<file path="config.mk">
export PLATFORM = sky130hd
export DESIGN_NAME = tdm_demux
export DESIGN_NICKNAME = d
export VERILOG_FILES = /design/src/rtl/tdm_demux.sv
export SDC_FILE = /design/constraint.sdc
export NUM_CORES = 1
export LEC_CHECK = 0
export BUFFER_PORTS_ARGS = -buffer_cell sky130_fd_sc_hd__buf_2
export CORE_ASPECT_RATIO = 1.2
export CORE_MARGIN = 2
export CORE_UTILIZATION = 50
export CTS_CLUSTER_DIAMETER = 200
export DETAILED_ROUTE_END_ITERATION = 10
export PLACE_DENSITY = 0.82
export SLEW_MARGIN = 20
export SYNTH_ARGS = -nofsm -noshare
export SYNTH_HDL_FRONTEND = slang
export SYNTH_SLANG_ARGS = --single-unit
</file>
<file path="constraint.sdc">
create_clock -name clk -period 2.05 [get_ports clk]
set_input_delay 0.41 -clock clk [delete_from_list [all_inputs] [get_ports clk]]
set_output_delay 0.41 -clock clk [all_outputs]
set_load 0.02 [all_outputs]
</file>
<file path="src/rtl/tdm_demux.sv">
// Receive end of a rotating-select TDM link.
// Samples arrive one per valid cycle on a shared line. A frame-sync marker
// tags lane 0. Each sample is steered into its lane register. Once a frame is
// complete, a coherent snapshot of all lanes is published together with a
// one-cycle frame_done pulse. A misplaced or missing sync raises sync_err:
// a misplaced sync realigns the frame, a missing sync drops back to hunting.
module tdm_demux #(
  parameter int LANES = 4,
  parameter int WIDTH = 1,
  parameter int SEL_W = 2
) (
  input  logic                   clk,
  input  logic                   rst,
  input  logic [WIDTH-1:0]       din,
  input  logic                   din_valid,
  input  logic                   frame_sync,
  output logic [LANES*WIDTH-1:0] y,
  output logic [LANES-1:0]       lane_valid,
  output logic [LANES*WIDTH-1:0] y_frame,
  output logic                   frame_done,
  output logic [SEL_W-1:0]       sel,
  output logic                   locked,
  output logic                   sync_err
);

  typedef enum logic {
    HUNT = 1'b0,
    RUN  = 1'b1
  } state_t;

  // Slot index of the final lane in a frame. The counter wraps here, so
  // codes above LANES-1 are never reached, even if SEL_W leaves spare codes.
  localparam logic [SEL_W-1:0] LAST_SEL = SEL_W'(LANES - 1);
  localparam logic [LANES-1:0] LANE0_BIT = LANES'(1);

  state_t                 state_q;
  logic [LANES*WIDTH-1:0] y_q;
  logic [LANES*WIDTH-1:0] y_frame_q;
  logic [LANES-1:0]       lane_valid_q;
  logic [SEL_W-1:0]       sel_q;
  logic                   frame_done_q;
  logic                   sync_err_q;

  // Candidate next values of the lane bank.
  // y_start_d: din written into lane 0 (frame start or realign).
  // y_slot_d:  din written into the lane selected by sel_q.
  // slot_bit_d is the one-hot flag of the lane that sel_q selects.
  logic [LANES*WIDTH-1:0] y_start_d;
  logic [LANES*WIDTH-1:0] y_slot_d;
  logic [LANES-1:0]       slot_bit_d;

  generate
    for (genvar gi = 0; gi < LANES; gi++) begin : g_lane
      localparam logic [SEL_W-1:0] SLOT = SEL_W'(gi);

      if (gi == 0) begin : g_first
        assign y_start_d[gi*WIDTH +: WIDTH] = din;
      end else begin : g_rest
        assign y_start_d[gi*WIDTH +: WIDTH] = y_q[gi*WIDTH +: WIDTH];
      end

      assign y_slot_d[gi*WIDTH +: WIDTH] = (sel_q == SLOT) ? din : y_q[gi*WIDTH +: WIDTH];
      assign slot_bit_d[gi]              = (sel_q == SLOT);
    end
  endgenerate

  // Frame-alignment FSM and all registered outputs. The pulse outputs default
  // low every cycle. A cycle with din_valid low leaves every other register
  // unchanged and ignores frame_sync.
  always_ff @(posedge clk or posedge rst) begin
    if (rst) begin
      state_q      <= HUNT;
      y_q          <= '0;
      y_frame_q    <= '0;
      lane_valid_q <= '0;
      sel_q        <= '0;
      frame_done_q <= 1'b0;
      sync_err_q   <= 1'b0;
    end else begin
      frame_done_q <= 1'b0;
      sync_err_q   <= 1'b0;
      if (din_valid) begin
        case (state_q)
          HUNT: begin
            // Discard everything until a sync-tagged sample shows up.
            if (frame_sync) begin
              y_q          <= y_start_d;
              lane_valid_q <= LANE0_BIT;
              sel_q        <= SEL_W'(1);
              state_q      <= RUN;
            end
          end
          RUN: begin
            if (frame_sync) begin
              // A sync arriving mid-frame drops the partial frame and
              // restarts at lane 0. y_frame is left untouched in that case.
              if (sel_q != '0) begin
                sync_err_q <= 1'b1;
              end
              y_q          <= y_start_d;
              lane_valid_q <= LANE0_BIT;
              sel_q        <= SEL_W'(1);
            end else if (sel_q == '0) begin
              // A lane-0 slot without its marker means alignment is lost.
              sync_err_q   <= 1'b1;
              lane_valid_q <= '0;
              sel_q        <= '0;
              state_q      <= HUNT;
            end else begin
              y_q <= y_slot_d;
              if (sel_q == LAST_SEL) begin
                // The final sample is merged into the snapshot on this same edge.
                y_frame_q    <= y_slot_d;
                frame_done_q <= 1'b1;
                lane_valid_q <= '0;
                sel_q        <= '0;
              end else begin
                lane_valid_q <= lane_valid_q | slot_bit_d;
                sel_q        <= sel_q + SEL_W'(1);
              end
            end
          end
          default: begin
            state_q <= HUNT;
          end
        endcase
      end
    end
  end

  assign y          = y_q;
  assign y_frame    = y_frame_q;
  assign lane_valid = lane_valid_q;
  assign sel        = sel_q;
  assign frame_done = frame_done_q;
  assign sync_err   = sync_err_q;
  assign locked     = (state_q == RUN);

endmodule

</file>
; Word level (Yosys, flattened, before mapping)
; Cells that the tools add are included.
[classes]
addsub = 1
n_mul = 0
div_mod_pow = 0
magnitude_cmp = 0
n_eq_ne = 7
shift = 0
muxes = 31
bitwise_logic = 4
n_reduce_logical = 6
[op_table]
columns = operator, count
row1 = 2-to-1 mux 4 bit, 6
row2 = 2-to-1 mux 1 bit, 17
row3 = case mux 4 bit (2 select lines), 2
row4 = 2-to-1 mux 2 bit, 4
row5 = != test 2 bit (second input constant), 4
row6 = AND reduction 5 bit, 1
row7 = == test 2 bit (second input constant), 2
row8 = bitwise OR 4 bit, 1
row9 = case mux 2 bit (2 select lines), 1
row10 = AND reduction 4 bit, 1
row11 = NOT 1 bit, 3
row12 = AND reduction 3 bit, 1
row13 = adder 2 x 1 -> 2 bit (second input constant), 1
row14 = == test 2 x 1 -> 1 bit (second input constant), 1
row15 = logical NOT 2 bit, 1
row16 = case mux 1 bit (2 select lines), 1
row17 = AND reduction 2 bit, 1
row18 = nonzero test 2 bit, 1
[totals]
register_bits = 17
latch_bits = 0
ram_bits = 0
rom_bits = 0
inputBits = 5
wordCells = 57
mem_count = 0

; Depth between registers and ports, before layout
; Gate-level depths: netlist of run 1.
[depth]
word_depth = 6
depth_mapped = 7
depth_no_buf = 7

; Least setup slack after synthesis of run 1
; Ideal clock, no wire load.
[synth_path]
path_kind = reg-to-reg
from = register sel_q[0], in the netlist sel[0]
to = register y_q[2], in the netlist y[2]
arrival_time_ps = 1657
required_ps = 1925
setup_slack_ps = 268
path_stages_with_launch = 7
period_less_slack_ps = 1782
cell_sequence = dfrtp_1 > inv_1 > ha_1 > and4bb_1 > buf_6 > nand2_2 > mux2_4
[synth_between]
elab_chain_len = 5
elab_cells_between_ends = 8
classes_between = 2 x eq/ne / 4 x mux / 2 x reduce/logical
[synth_rtl]
columns = element, line_no
row1 = "start, declared", 40  ; logic [SEL_W-1:0] sel_q;
row2 = "start signal, assigned", 119  ; sel_q <= sel_q + SEL_W'(1);
row3 = == test 2 bit, 62  ; assign y_slot_d[gi*WIDTH +: WIDTH] = (sel_q == SLOT) ? din : y_q[gi*WIDTH +: WIDTH];
row4 = 2-to-1 mux 1 bit, 62
row5 = 2-to-1 mux 4 bit, 103  ; end else if (sel_q == '0) begin
row6 = 2-to-1 mux 4 bit, 94  ; if (frame_sync) begin
row7 = case mux 4 bit (2 select lines), 83  ; case (state_q)
row8 = "end signal, assigned", 87  ; y_q <= y_start_d;
row9 = "end signal, assigned", 100  ; y_q <= y_start_d;
row10 = "end signal, assigned", 110  ; y_q <= y_slot_d;
row11 = "end, declared", 37  ; logic [LANES*WIDTH-1:0] y_q;
; Parallel ways exist; a longest one is shown, timed or not. The select of a mux whose other input is x is not followed.
; A chain may end at the register's enable or synchronous reset.

; Worst setup path in the final report of run 1
[layout_path]
from = register sel_q[0], in the netlist sel[0]
to = register y_q[3], in the netlist y[3]
; Same word-level chain as after synthesis.

==> impl_metrics.json, run 1 <==
{
  "fmax_mhz": 536,
  "final.min_clock_period_ns": 1.87,
  "vias_per_cell": 5.29,
  "crit_type": "flop to flop",
  "path_buf_inv": 1,
  "cpMaxStageDelayCell": "dfrtp_1",
  "critical-path-top-delay-family": "simple AND/OR/NAND/NOR gates",
  "die_w_um": 41.6,
  "antenna_cells": 0,
  "ir_drop_mv": 0.659,
  "syn_to_final_growth_pct": 14.6,
  "layout-drive-gt1-share": 0.372,
  "syn-num-nets": 84,
  "reg2reg_slack_ns": 0.18,
  "grt_pass1_wl_um": 2680,
  "layout.nets": 107,
  "vias": 593,
  "dr.pass1.iters": 4,
  "hold_buffers": 0,
  "io_buffers": 21,
  "postCtsSetupRepairBufs": 0,
  "skew_ns": 0.00294,
  "cts_buffer_depth": 2,
  "start_kind": "flop",
  "yosys_warnings": 0,
  "cts_resized": 0,
  "status": "complete, no violations",
  "reg2reg_from": "sel[0]$_DFFE_PP0P_",
  "drtIter0Drc": 10,
  "place_inst": 108,
  "cts-htree-levels": 1,
  "path_cells": "inv_1, ha_1, and4bb_1, nand2_2, mux2_4",
  "die_area_um2": 2040,
  "max_stage_delay_ns": 0.49,
  "cts.sinks": 17,
  "required_ns": 2.23,
  "tritoncts": "done",
  "grt_setup_unrepaired": "no",
  "pin_count": 22,
  "drv_slew": 0,
  "dp_hpwl_um": 1110,
  "row_count": 16,
  "initial_core_util": 0.522,
  "crit_start": "sel[0]$_DFFE_PP0P_",
  "layout_commonest_cell": "buf_2",
  "drtAntennaViolNets": 0,
  "maxCapViolCount": 0,
  "syn-cell-area_um2": 847,
  "grt_pass1_vias": 561,
  "path_clk_slew_ns": 0.09,
  "worstPathArrival_ns": 2.04,
  "synth-seq-cells": 17,
  "n_fill_cell": 137,
  "layout_common_cells": "buf_2, dfrtp_1, ha_1, nand2_1, inv_1",
  "p_per_area_nw_per_um2": 1310,
  "clockRootBuffer": "clkbuf_4",
  "numCtsBuffers": 3,
  "setup_viol": 0,
  "total_power_mw": 1.27,
  "fin_cells": 112,
  "cp_max_fo": 8,
  "synthCells": 72,
  "hold_path_class": "input pin to asynchronous set/reset pin",
  "final_hold_viol_count": 0,
  "p_leak_nw": 0.524,
  "worst_slew_pin_slew_ns": 0.662,
  "slew_headroom": 0.558,
  "ys.flop_type": "dfrtp_1",
  "setup-tns-final_ns": 0,
  "antenna_found_initial": 0,
  "die_h_um": 49.1,
  "grt_max_degree": 18,
  "ys_types": 23,
  "clk_latency_ns": 0.29,
  "route.final.wire_length_um": 1510,
  "gp_congestion": 0.768,
  "syn_avg_cell_area_um2": 11.8,
  "wl_per_cell_um": 13.5,
  "async_reset_ff_frac": 1.00,
  "synth_edf_count": 0,
  "drc": 0,
  "yosysSeqAreaShare": 0.502,
  "grt_overflow": 0,
  "grt_use_total": 0.170,
  "fp.coreArea_um2": 1620,
  "cp-end-kind": "flop",
  "period_share": 0.910
}
report_power, final:
group          internal, mW  switching (mW)  leakage [nW]
combinational         0.237           0.325         0.296
clock                0.0757          0.0998        0.0150
sequential            0.443          0.0876         0.214
kinds of logic (layout without fill, tap and decap cells):
family,Yosys count,count (layout),share of synthesized area
simple gates,16,16,0.0990
flops,17,17,0.502
compound gates,15,15,0.117
buf+inv,9,31,0.0620
mux,8,8,0.117
fa+ha+maj,7,7,0.103
worst register-to-register path, cell delays in order (launching register included):
cell	delay, ns
dfrtp_1	0.49
inv_1	0.14
ha_1	0.26
and4bb_1	0.47
nand2_2	0.10
mux2_4	0.30
synth_stat cells, types with 2 or more instances:
library cell,instances,share of area
dfrtp_1,17,0.50
ha_1,7,0.10
inv_1,6,0.027
nand2_1,6,0.027
o21ai_0,4,0.024
a21oi_1,3,0.018
mux2_2,3,0.040
mux2_4,3,0.053
nand2_2,3,0.022
nor2_1,3,0.013
and2_1,2,0.015
buf_6,2,0.027
mux2i_1,2,0.024
o22ai_1,2,0.015
sequential cells by signal, indices dropped and copies added (netlist names):
register	count
lane_valid	4
y	4
y_frame	4
sel	2
frame_done	1
locked	1
sync_err	1
final timing paths:
check,to,cells past startpoint
setup / recovery,y[3]$_DFFE_PP0P_,5
hold / removal,lane_valid[0]$_DFFE_PP0P_,2
setup reg to reg,y[3]$_DFFE_PP0P_,5
hold reg to reg,y_frame[2]$_DFFE_PP0P_,2
max in group asynchronous,y_frame[3]$_DFFE_PP0P_,2
min in group clk,locked$_DFFE_PP0P_,2
cell type report:
type | count | area (µm²) | area share
well taps | 18 | 22.5 | 0.0232
flip-flops and latches | 17 | 425 | 0.438
multi-input cells | 46 | 369 | 0.380
repair buffers | 21 | 105 | 0.108
inverters | 6 | 22.5 | 0.0232
clock buffers | 4 | 26.3 | 0.0271
metrics by stage:
step | setup slack [ns] | hold WS (ns) | cell area, µm² | util
2_1_floorplan | 0.268 | 0.336 | 847 | -
3_5_place_dp | 0.214 | 0.473 | 945 | 0.583
3_3_place_gp | 0.308 | 0.456 | 945 | 0.583
5_1_grt | 0.0776 | 0.265 | 971 | 0.599
6_report | 0.184 | 0.198 | 971 | 0.599
4_1_cts | 0.212 | 0.210 | 971 | 0.599
layer usage:
| layer | wire length, µm | track usage |
|---|---|---|
| met4 | 27 | 0.0914 |
| met3 | 56 | 0.0259 |
| met2 | 755 | 0.253 |
| met5 | 0 | 0 |
| met1 | 668 | 0.237 |
Note: power is estimated with default switching activity, not from simulation.
==> inputs of run 2 (changes only) <==
SETUP_SLACK_MARGIN = 0.2   (was default)
==> run 2 against run 1 <==
Net effect: final area increased by 0.90%; final cell count increased by 0.89%; non-clock buffer count increased by 1; maximum frequency increased by 7.6%; first-iteration DRC count increased by 60%; critical path type unchanged.
==> impl_metrics.json, run 2 (same netlist as run 1, synthesis figures left out) <==
{
  "worst_slew_pin_slew_ns": 0.661,
  "reg2reg_slack_ns": 0.32,
  "tritoncts": "done",
  "fin_util": 0.604,
  "dr.pass1.iters": 4,
  "total_power_mw": 1.28,
  "cp_max_fo": 8,
  "ff2ff_path_depth": 6,
  "crit_start": "sel[0]$_DFFE_PP0P_",
  "cts-htree-levels": 1,
  "p_per_area_nw_per_um2": 1300,
  "setup-tns-final_ns": 0,
  "grt_pass1_wl_um": 2680,
  "cpMaxStageDelayCell": "dfrtp_2",
  "die_area_um2": 2040,
  "final.min_clock_period_ns": 1.73,
  "cp-end-kind": "flop",
  "skew_ns": 0.000910,
  "vias": 602,
  "path_clk_slew_ns": 0.09,
  "grt_overflow": 0,
  "reg2reg_from": "sel[0]$_DFFE_PP0P_",
  "path_cells": "inv_1, ha_1, inv_1, ha_1, nand4_1, mux2_2",
  "io_buffers": 21,
  "die_w_um": 41.6,
  "p_leak_nw": 0.525,
  "n_fill_cell": 138,
  "period_share": 0.846,
  "setup_viol": 0,
  "status": "complete, no violations",
  "syn_to_final_growth_pct": 15.7,
  "worstPathArrival_ns": 1.91,
  "drc": 0,
  "clk_latency_ns": 0.29,
  "critical-path-top-delay-family": "flip-flops",
  "max_stage_delay_ns": 0.47,
  "drtAntennaViolNets": 0,
  "antenna_cells": 0,
  "layout_common_cells": "buf_2, dfrtp_1, ha_1, nand2_1, inv_1",
  "grt_setup_unrepaired": "no",
  "hold_path_class": "input pin to asynchronous set/reset pin",
  "route.final.wire_length_um": 1550,
  "dp_hpwl_um": 1110,
  "crit_type": "flop to flop",
  "gp_congestion": 0.768,
  "final_hold_viol_count": 0,
  "numCtsBuffers": 3,
  "layout.nets": 108,
  "worst-path-stages": 6,
  "fp.coreArea_um2": 1620,
  "grt_use_total": 0.170,
  "final_area_um2": 980,
  "cts_buffer_depth": 2,
  "row_count": 16,
  "slew_headroom": 0.559,
  "maxCapViolCount": 0,
  "initial_core_util": 0.522,
  "clockRootBuffer": "clkbuf_4",
  "drtIter0Drc": 16,
  "pin_count": 22,
  "antenna_found_initial": 0,
  "layout_commonest_cell": "buf_2",
  "r2r_end": "y_frame[3]$_DFFE_PP0P_",
  "fmax_mhz": 576,
  "holdWs_ns": 0.196,
  "drv_slew": 0,
  "layout-drive-gt1-share": 0.411,
  "crit_path_end": "y_frame[3]$_DFFE_PP0P_",
  "ir_drop_mv": 0.663,
  "start_kind": "flop",
  "grt_pass1_vias": 561,
  "required_ns": 2.23,
  "die_h_um": 49.1,
  "grt_max_degree": 18,
  "vias_per_cell": 5.33,
  "postPlaceCellArea_um2": 945,
  "cts.sinks": 17,
  "wl_per_cell_um": 13.7,
  "path_buf_inv": 2
}
==> run 2: cell count changes in the layout (fill, tap and decap cells not counted) <==
cell,previous run,this run
and4bb_1,1,0
and4bb_2,0,1
buf_4,0,1
dfrtp_1,17,16
dfrtp_2,0,1
inv_1,6,5
inv_2,0,1
==> run 2: power by group <==
group	switching, mW	internal [mW]	total (mW)
Clock	0.101	0.0757	0.177
Sequential	0.0887	0.444	0.533
Combinational	0.326	0.240	0.566
==> run 2: worst min path at each step <==
stage | from | to | slack [ns] | depth (start not counted)
after floorplan | rst | frame_done$_DFF_PP0_ | 0.34 | 1
after global placement | y_frame[2]$_DFFE_PP0P_ | y_frame[2]$_DFFE_PP0P_ | 0.46 | 2
after detailed placement | lane_valid[3]$_DFFE_PP0P_ | lane_valid[3]$_DFFE_PP0P_ | 0.47 | 1
after CTS | rst | y[3]$_DFFE_PP0P_ | 0.21 | 2
after global routing | rst | lane_valid[1]$_DFFE_PP0P_ | 0.26 | 2
final | rst | lane_valid[0]$_DFFE_PP0P_ | 0.20 | 2
==> run 2: layer usage <==
layer  global-route usage  vias up  wire, µm  share of wire
li1                     -      291         -              -
met1                0.237      293       680           0.44
met2                0.253       14       788           0.51
met3               0.0259        4        49          0.032
met4               0.0914        0        29          0.019
met5                    0        -         0              0
==> run 2: layout make-up <==
cell class	instances	area [µm²]	area share
Sequential cell	17	427	0.436
Multi-Input combinational cell	46	369	0.377
Clock buffer	4	26.3	0.0268
Inverter	6	22.5	0.0230
Tap cell	18	22.5	0.0230
Timing Repair Buffer	22	113	0.115
==> run 2: what timing repair did <==
| action | in CTS | in global routing |
|---|---|---|
| endpoints found under the setup margin | 0 | 5 |
| hold buffers | 0 | 0 |
| resized for setup | 0 | 3 |
| setup buffers | 0 | 1 |
| endpoints found under the hold margin | 0 | 0 |
==> run 2: metrics by stage <==
step                cells  setup slack, ns
global route          113            0.226
floorplan              72            0.268
CTS                   112            0.212
finish                113            0.315
detailed placement    108            0.214
global placement      108            0.308
